`src/rtl/cdb_writeback.sv`:
```
// cdb_writeback: Common Data Bus arbiter and register-status (Qi) stage.
// Buffers add/mul results in small FIFOs, grants one head per cycle onto the
// CDB, and writes the register bank only when the broadcast tag still owns
// its destination register.
// Optional feature macro: CDB_ROUND_ROBIN_EN (round-robin grant between the
// two units). When undefined, mul always has priority over add.
//
// Handshake: a unit transfers a result on the rising edge where both
// <unit>_valid and <unit>_ready are high. ready depends only on buffer
// occupancy and reset, never on valid, and the unit must hold tag/data
// stable while valid is high and ready is low.
module cdb_writeback #(
  parameter int DATA_W     = 16,
  parameter int TAG_W      = 3,
  parameter int NREG       = 7,
  parameter int FIFO_DEPTH = 2
) (
  input  logic                  clock,
  input  logic                  reset,
  input  logic                  issue_valid,
  input  logic [2:0]            issue_dest,
  input  logic [TAG_W-1:0]      issue_tag,
  input  logic                  add_valid,
  input  logic [TAG_W-1:0]      add_tag,
  input  logic [DATA_W-1:0]     add_data,
  input  logic                  mul_valid,
  input  logic [TAG_W-1:0]      mul_tag,
  input  logic [DATA_W-1:0]     mul_data,
  output logic                  add_ready,
  output logic                  mul_ready,
  output logic                  cdb_valid,
  output logic [TAG_W-1:0]      cdb_tag,
  output logic [DATA_W-1:0]     cdb_data,
  output logic                  rf_write,
  output logic [2:0]            rf_address,
  output logic [DATA_W-1:0]     rf_data,
  output logic [NREG*TAG_W-1:0] qi_flat
);

  localparam int PTR_W = (FIFO_DEPTH > 1) ? $clog2(FIFO_DEPTH) : 1;
  localparam int CNT_W = $clog2(FIFO_DEPTH + 1);
  localparam int UA    = 0;  // add unit slot
  localparam int UM    = 1;  // mul unit slot

  typedef struct packed {
    logic [TAG_W-1:0]  tag;
    logic [DATA_W-1:0] data;
  } entry_t;

  // Per-unit buffers
  entry_t           mem_q    [2][FIFO_DEPTH];
  entry_t           mem_d    [2][FIFO_DEPTH];
  logic [PTR_W-1:0] rd_ptr_q [2];
  logic [PTR_W-1:0] rd_ptr_d [2];
  logic [PTR_W-1:0] wr_ptr_q [2];
  logic [PTR_W-1:0] wr_ptr_d [2];
  logic [CNT_W-1:0] cnt_q    [2];
  logic [CNT_W-1:0] cnt_d    [2];

  // Register status and registered bus outputs
  logic [TAG_W-1:0]  qi_q [1:NREG];
  logic [TAG_W-1:0]  qi_d [1:NREG];
  logic              cdb_valid_q, cdb_valid_d;
  logic [TAG_W-1:0]  cdb_tag_q, cdb_tag_d;
  logic [DATA_W-1:0] cdb_data_q, cdb_data_d;
  logic              rf_write_q, rf_write_d;
  logic [2:0]        rf_address_q, rf_address_d;
  logic [DATA_W-1:0] rf_data_q, rf_data_d;

`ifdef CDB_ROUND_ROBIN_EN
  // 1 = mul wins the next tie; flips away from whichever unit was granted.
  logic favor_mul_q, favor_mul_d;
`endif

  logic   in_valid  [2];
  entry_t in_entry  [2];
  logic   buf_ready [2];
  logic   buf_empty [2];
  logic   push      [2];
  entry_t head      [2];
  logic   grant     [2];
  logic   grant_any;
  entry_t gnt_entry;

  logic       match_hit;
  logic [2:0] match_idx;
  logic       issue_ok;

  function automatic logic [PTR_W-1:0] next_ptr(input logic [PTR_W-1:0] p);
    return (p == PTR_W'(FIFO_DEPTH - 1)) ? '0 : p + PTR_W'(1);
  endfunction

  // Buffer status: occupancy, head entry, ready and push qualification
  always_comb begin
    in_valid[UA]      = add_valid;
    in_valid[UM]      = mul_valid;
    in_entry[UA].tag  = add_tag;
    in_entry[UA].data = add_data;
    in_entry[UM].tag  = mul_tag;
    in_entry[UM].data = mul_data;
    for (int u = 0; u < 2; u++) begin
      buf_empty[u] = (cnt_q[u] == '0);
      buf_ready[u] = (cnt_q[u] != CNT_W'(FIFO_DEPTH)) && !reset;
      head[u]      = mem_q[u][rd_ptr_q[u]];
      push[u]      = in_valid[u] && (cnt_q[u] != CNT_W'(FIFO_DEPTH)) && !reset;
    end
  end

  assign add_ready = buf_ready[UA];
  assign mul_ready = buf_ready[UM];

  // Arbitration: pick at most one non-empty head per cycle
  always_comb begin
    grant[UA] = 1'b0;
    grant[UM] = 1'b0;
`ifdef CDB_ROUND_ROBIN_EN
    if (!buf_empty[UA] && !buf_empty[UM]) begin
      grant[UM] = favor_mul_q;
      grant[UA] = !favor_mul_q;
    end else begin
      grant[UM] = !buf_empty[UM];
      grant[UA] = !buf_empty[UA];
    end
    favor_mul_d = favor_mul_q;
    if (grant[UA]) begin
      favor_mul_d = 1'b1;
    end else if (grant[UM]) begin
      favor_mul_d = 1'b0;
    end
`else
    grant[UM] = !buf_empty[UM];
    grant[UA] = !buf_empty[UA] && buf_empty[UM];
`endif
    grant_any = grant[UA] || grant[UM];
    gnt_entry = grant[UM] ? head[UM] : head[UA];
  end

  // Buffer next state: push at the write pointer, pop the granted head
  always_comb begin
    mem_d = mem_q;
    for (int u = 0; u < 2; u++) begin
      rd_ptr_d[u] = rd_ptr_q[u];
      wr_ptr_d[u] = wr_ptr_q[u];
      if (push[u]) begin
        mem_d[u][wr_ptr_q[u]] = in_entry[u];
        wr_ptr_d[u]           = next_ptr(wr_ptr_q[u]);
      end
      if (grant[u]) begin
        rd_ptr_d[u] = next_ptr(rd_ptr_q[u]);
      end
      cnt_d[u] = cnt_q[u] + CNT_W'(push[u]) - CNT_W'(grant[u]);
    end
  end

  // Writeback: broadcast, Qi ownership check, issue rename (issue wins)
  always_comb begin
    match_hit = 1'b0;
    match_idx = 3'd0;
    for (int r = 1; r <= NREG; r++) begin
      if (grant_any && (gnt_entry.tag != '0) && (qi_q[r] == gnt_entry.tag)) begin
        match_hit = 1'b1;
        match_idx = 3'(r);
      end
    end
    issue_ok = issue_valid && (issue_dest != 3'd0) && (issue_tag != '0);

    qi_d = qi_q;
    if (match_hit) begin
      qi_d[match_idx] = '0;
    end
    if (issue_ok) begin
      qi_d[issue_dest] = issue_tag;
    end

    cdb_valid_d  = grant_any;
    cdb_tag_d    = grant_any ? gnt_entry.tag  : cdb_tag_q;
    cdb_data_d   = grant_any ? gnt_entry.data : cdb_data_q;
    // A re-issue of the same register this cycle makes the result stale.
    rf_write_d   = match_hit && !(issue_ok && (issue_dest == match_idx));
    rf_address_d = rf_write_d ? match_idx      : rf_address_q;
    rf_data_d    = rf_write_d ? gnt_entry.data : rf_data_q;
  end

  // Control and status registers with synchronous reset
  always_ff @(posedge clock) begin
    if (reset) begin
      for (int u = 0; u < 2; u++) begin
        rd_ptr_q[u] <= '0;
        wr_ptr_q[u] <= '0;
        cnt_q[u]    <= '0;
      end
      for (int r = 1; r <= NREG; r++) begin
        qi_q[r] <= '0;
      end
      cdb_valid_q  <= 1'b0;
      cdb_tag_q    <= '0;
      cdb_data_q   <= '0;
      rf_write_q   <= 1'b0;
      rf_address_q <= 3'd0;
      rf_data_q    <= '0;
`ifdef CDB_ROUND_ROBIN_EN
      favor_mul_q  <= 1'b1;
`endif
    end else begin
      rd_ptr_q     <= rd_ptr_d;
      wr_ptr_q     <= wr_ptr_d;
      cnt_q        <= cnt_d;
      qi_q         <= qi_d;
      cdb_valid_q  <= cdb_valid_d;
      cdb_tag_q    <= cdb_tag_d;
      cdb_data_q   <= cdb_data_d;
      rf_write_q   <= rf_write_d;
      rf_address_q <= rf_address_d;
      rf_data_q    <= rf_data_d;
`ifdef CDB_ROUND_ROBIN_EN
      favor_mul_q  <= favor_mul_d;
`endif
    end
  end

  // Buffer storage; entries are only meaningful below the occupancy count
  always_ff @(posedge clock) begin
    mem_q <= mem_d;
  end

  // Flatten Qi with R1 in the low bits
  always_comb begin
    qi_flat = '0;
    for (int r = 1; r <= NREG; r++) begin
      qi_flat[(r-1)*TAG_W +: TAG_W] = qi_q[r];
    end
  end

  assign cdb_valid  = cdb_valid_q;
  assign cdb_tag    = cdb_tag_q;
  assign cdb_data   = cdb_data_q;
  assign rf_write   = rf_write_q;
  assign rf_address = rf_address_q;
  assign rf_data    = rf_data_q;

endmodule

```
`config.mk`:
```
export PLATFORM = sky130hd
export DESIGN_NAME = cdb_writeback
export DESIGN_NICKNAME = d
export VERILOG_FILES = /design/src/rtl/cdb_writeback.sv
export SDC_FILE = /design/constraint.sdc
export NUM_CORES = 1
export LEC_CHECK = 0
export CAP_MARGIN = 10
export CORE_MARGIN = 8
export CORE_UTILIZATION = 30
export DETAILED_ROUTE_END_ITERATION = 10
export PLACE_DENSITY = 0.53
export SETUP_SLACK_MARGIN = 0.4
export SKIP_LAST_GASP = 1
export SLEW_MARGIN = 5
export SYNTH_ARGS = -nofsm -noshare
export SYNTH_HDL_FRONTEND = slang
export SYNTH_SLANG_ARGS = --single-unit
```
`constraint.sdc`:
```
create_clock -name clock -period 3.4 [get_ports clock]
set_clock_uncertainty 0.1 [all_clocks]
set_input_delay 1.02 -clock clock [delete_from_list [all_inputs] [get_ports clock]]
set_output_delay 1.02 -clock clock [all_outputs]
set_load 0.01 [all_outputs]
```
==> metrics.md <==
| Metric | Value |
|---|---|
| Die H | 163.0 um |
| Number of port buffers | 111 |
| Clk slew on worst S/H paths | 0.07 ns |
| Hold buffer count at cts | 0 |
| Drt pass-1 iters | 4 |
| CP max FO | 18 |
| Clk sinks | 145 |
| Worst EP required | 3.60 ns |
| Fmax | 0.3292 GHz |
| Gr busiest metal | met2 |
| PD cells | 739.5 mW/mm^2 |
| WL final | 17.83 mm |
| Overflow left after global routing | 0 |
| Critical Path Start Type | flop |
| Comb pwr share | 37.9% |
| CTS Buffer Depth | 2 |
| EDFF count, synth | 76 |
| LEAKAGE | 3.114 nW |
| Async SR Flop Fraction | 0% |
| Area growth syn-to-layout | 39.85% |
| CP peak stage delay | 0.41 ns |
| Final antenna-violating net count | 0 |
| Share of layout cells above drive strength 1 | 20.00% |
| CORE AREA | 0.02109 mm^2 |
| Max-cap check violation count | 0 |
| TritonCTS buffer count | 17 |
| Avg WL per Cell | 17.74 um |
| Slew Viols, Final | 0 |
| RR Endpoint | rf_data[5] |
| Slowest cell on the critical path | edfxtp_1 |
| Critical path class | reg -> reg |
| Status | finished, final reports clean |
| Grt met1 use | 17.56% |
| R2R Path Start | mem_q[18] |
| Worst-Margin Slew | 0.6621 ns |
| Vias in the first global route | 4858 |
| Register share of total power | 34.1% |
| CP endpoint kind | flop |
| Layout net count | 768 |
| Worst path cell trace | or3b_1 -> and4_4 -> o211ai_1 -> a211oi_2 -> buf_4 -> nor4_4 -> nor3b_4 -> buf_12 -> a2111oi_1 -> buf_4 -> a2bb2oi_1 -> o311ai_2 |
| Worst EP arrival | 3.24 ns |
| Largest family of logic cells by synthesized area | compound AO/OA/AOI/OAI gates |
| Ports | 112 |
| Worst min path class | reg -> reg |
| Adder-cell share of the synthesized area | 0.3860% |
| GR Layer Usage met2 | 20.18% |
| Final Hold Viols | 0 |
| Seq/Total Area, Yosys | 56.50% |
| Starting Density | 30.75% |
| Detail Placement HPWL | 12.99 mm |
| Switching share of power | 34.04% |
| CTS HTree Levels | 4 |
| CTS tree | yes |
| DIE AREA | 0.02657 mm^2 |
| Top_reg_cell synth | edfxtp_1 |
| Part of the power in the clock network | 28.0% |
| Synth warn | 0 |
| Register bit total from synthesis | 145 |
| DR iter-0 viols | 290 |
| Clock latency on the worst-skew pair | 0.42 ns |
| Simple logic cell fraction of the synthesized area | 12.52% |
| Pin count of the biggest net entering global routing | 49 |
| Site Rows | 53 |
| Most used cell, CP | buf_4 |
| Worst setup endpoint | rf_data[5] |
| Final setup fails | 0 |
| Psw | 0.002283 W |
| Post-Syn Nets | 622 |
| Mux contribution to synthesized area | 4.477% |
| DRC errors left | 0 |
| Initial antenna violation count | 0 |
| Xor-xnor portion of the synthesized cell area | 2.702% |
| Place WS | 0.02353 ns |
| GRT met3 Usage | 3.725% |
| R2r setup slk | 0.36 ns |
| Via-per-instance ratio | 4.945 |
| GPL Wtd Cong | 0.8659 |
| Total Routing Usage GR | 13.15% |
| Clock Root Buffer | clkbuf_16 |
| Compound-Gate Fraction of Synth Area | 19.34% |
| Avg Inst Size Synth | 11.36 um^2 |
| P_int | 0.004423 W |
| Antenna fix cells | 0 |
| Slew headroom | 55.81% |
| Cells after synthesis | 571 |
| Worst Reg-to-Reg Cells | 12 |
| Vias | 4970 |
| Die Span X | 163.0 um |
| Final setup TNS | 0 ns |
| Fin crit share | 89.35% |
| Peak VDD IR | 373.6 uV |
| Final worst setup slack | 0.3621 ns |
| Post-Syn Area | 0.006484 mm^2 |
| Unrepaired setup endpoints after global routing | yes |
| Crit. Startpoint | mem_q[18] |
| Post-synthesis cell type count | 61 |
| First-pass GRT wire length | 27.17 mm |
| Final min period | 3.038 ns |
## power by group through the flow
stage | registers (W) | logic (W) | clock network (W)
after floorplan | 0.00235 | 0.00130 | 0
after global placement | 0.00231 | 0.00222 | 0
after detailed placement | 0.00232 | 0.00227 | 0
after CTS | 0.00228 | 0.00235 | 0.00191
after global routing | 0.00232 | 0.00275 | 0.00198
final | 0.00229 | 0.00254 | 0.00187
## worst max-delay path: cells and delay by family, from the launching register on
family          cells  cell delay (ns)
buf+inv             3             0.54
simple gates        4             1.13
compound gates      5             0.73
flops               1             0.41
## worst min-delay path by stage
stage,depth (start not counted),from,end,slack [ns]
6_report,2,rf_address[1],rf_address[1],0.37
5_1_grt,2,rf_address[1],rf_address[1],0.40
4_1_cts,2,rf_address[1],rf_address[1],0.38
3_5_place_dp,2,rf_address[1],rf_address[1],0.37
3_3_place_gp,2,rf_address[1],rf_address[1],0.36
2_1_floorplan,2,cdb_tag[0],cdb_tag[0],0.38
## Yosys cell counts (all sizes together) (2+ instances only)
cell type  number  area (um^2)
edfxtp         76         2282
nor2           53        198.9
and3            4        25.02
nand3b          3        22.52
nand2          51        191.4
o21ba           3        30.03
a22oi          15        112.6
nor2b          19        118.9
xnor2           7        61.31
nor3            6        30.03
nand2b          3        18.77
nor4            2        33.78
mux2i          25        279.0
o211a           3        37.54
clkbuf         26        98.84
or3             4        25.02
o211ai          7        57.55
nand3          11        55.05
or2             4        25.02
o21ai           5        25.02
a2bb2oi        17        148.9
ha              2        25.02
buf            14        120.1
inv            12        45.04
xor2           13        113.9
and2            2        12.51
dfxtp          69         1381
a21oi          26        130.1
a2111oi        16        140.1
o311ai         17        148.9
a211oi         40        332.8
a31oi           3        25.02
## stage by stage
stage	utilization [%]	cell area, um^2	std cells	hold WS, ns	power [W]
final	43.00	9067	1005	0.3714	0.006705
after global routing	43.00	9067	1005	0.3999	0.007058
after CTS	41.68	8790	996	0.3774	0.006542
after detailed placement	38.31	8078	960	0.3668	0.004589
after global placement	38.31	8078	960	0.3630	0.004527
after floorplan	-	6487	571	0.3805	0.003646
## layout make-up
| cell class | instances | area (um^2) |
|---|---|---|
| Clock buffer | 17 | 425.4 |
| Clock inverter | 15 | 166.4 |
| Fill cell | 1991 | 12020 |
| Inverter | 12 | 45.04 |
| Multi-Input combinational cell | 374 | 2833 |
| Sequential cell | 145 | 3671 |
| Tap cell | 275 | 344.1 |
| Timing Repair Buffer | 167 | 1583 |
## timing repair
| item | CTS | global route |
|---|---|---|
| pin swaps | 3 | 3 |
| resized for setup | 30 | 36 |
| gates cloned | 0 | 1 |
| setup buffers | 4 | 8 |
| setup endpoints to repair | 24 | 32 |
## layout by cell type, fill, tap and decap left out, types with 15 or more instances in the layout
cell             count
a211oi_1            35
a21oi_1             25
a22oi_1             15
a2bb2oi_1           16
buf_4               51
clkbuf_16           18
clkdlybuf4s50_1    108
dfxtp_1             67
edfxtp_1            76
mux2i_1             17
nand2_1             50
nor2_1              51
nor2b_1             19
## layer usage
layer / wire, um / up-vias / part of all wire (%)
met5: 0 / - / 0
met4: 228 / 0 / 1.3
met3: 894 / 18 / 5.0
met2: 8303 / 121 / 47
met1: 8401 / 2376 / 47
li1: - / 2455 / -
## registers in the layout, summed over array words and instances, names as in the netlist
register	count
mem_q	76
qi_flat	21
cdb_data	16
rf_data	16
cnt_q	4
cdb_tag	3
rf_address	3
rd_ptr_q	2
wr_ptr_q	2
cdb_valid	1
rf_write	1
## kinds of logic (layout without fill, tap and decap cells)
family	after synthesis	after routing
AOI/OAI and AO/OA	159	159
xor gates and xnor gates	20	20
adders and majority gates	2	2
buffers and inverters	52	211
DFF	145	145
muxes	26	26
and+or+nand+nor	167	167
Note: power is estimated with default switching activity, not from simulation.
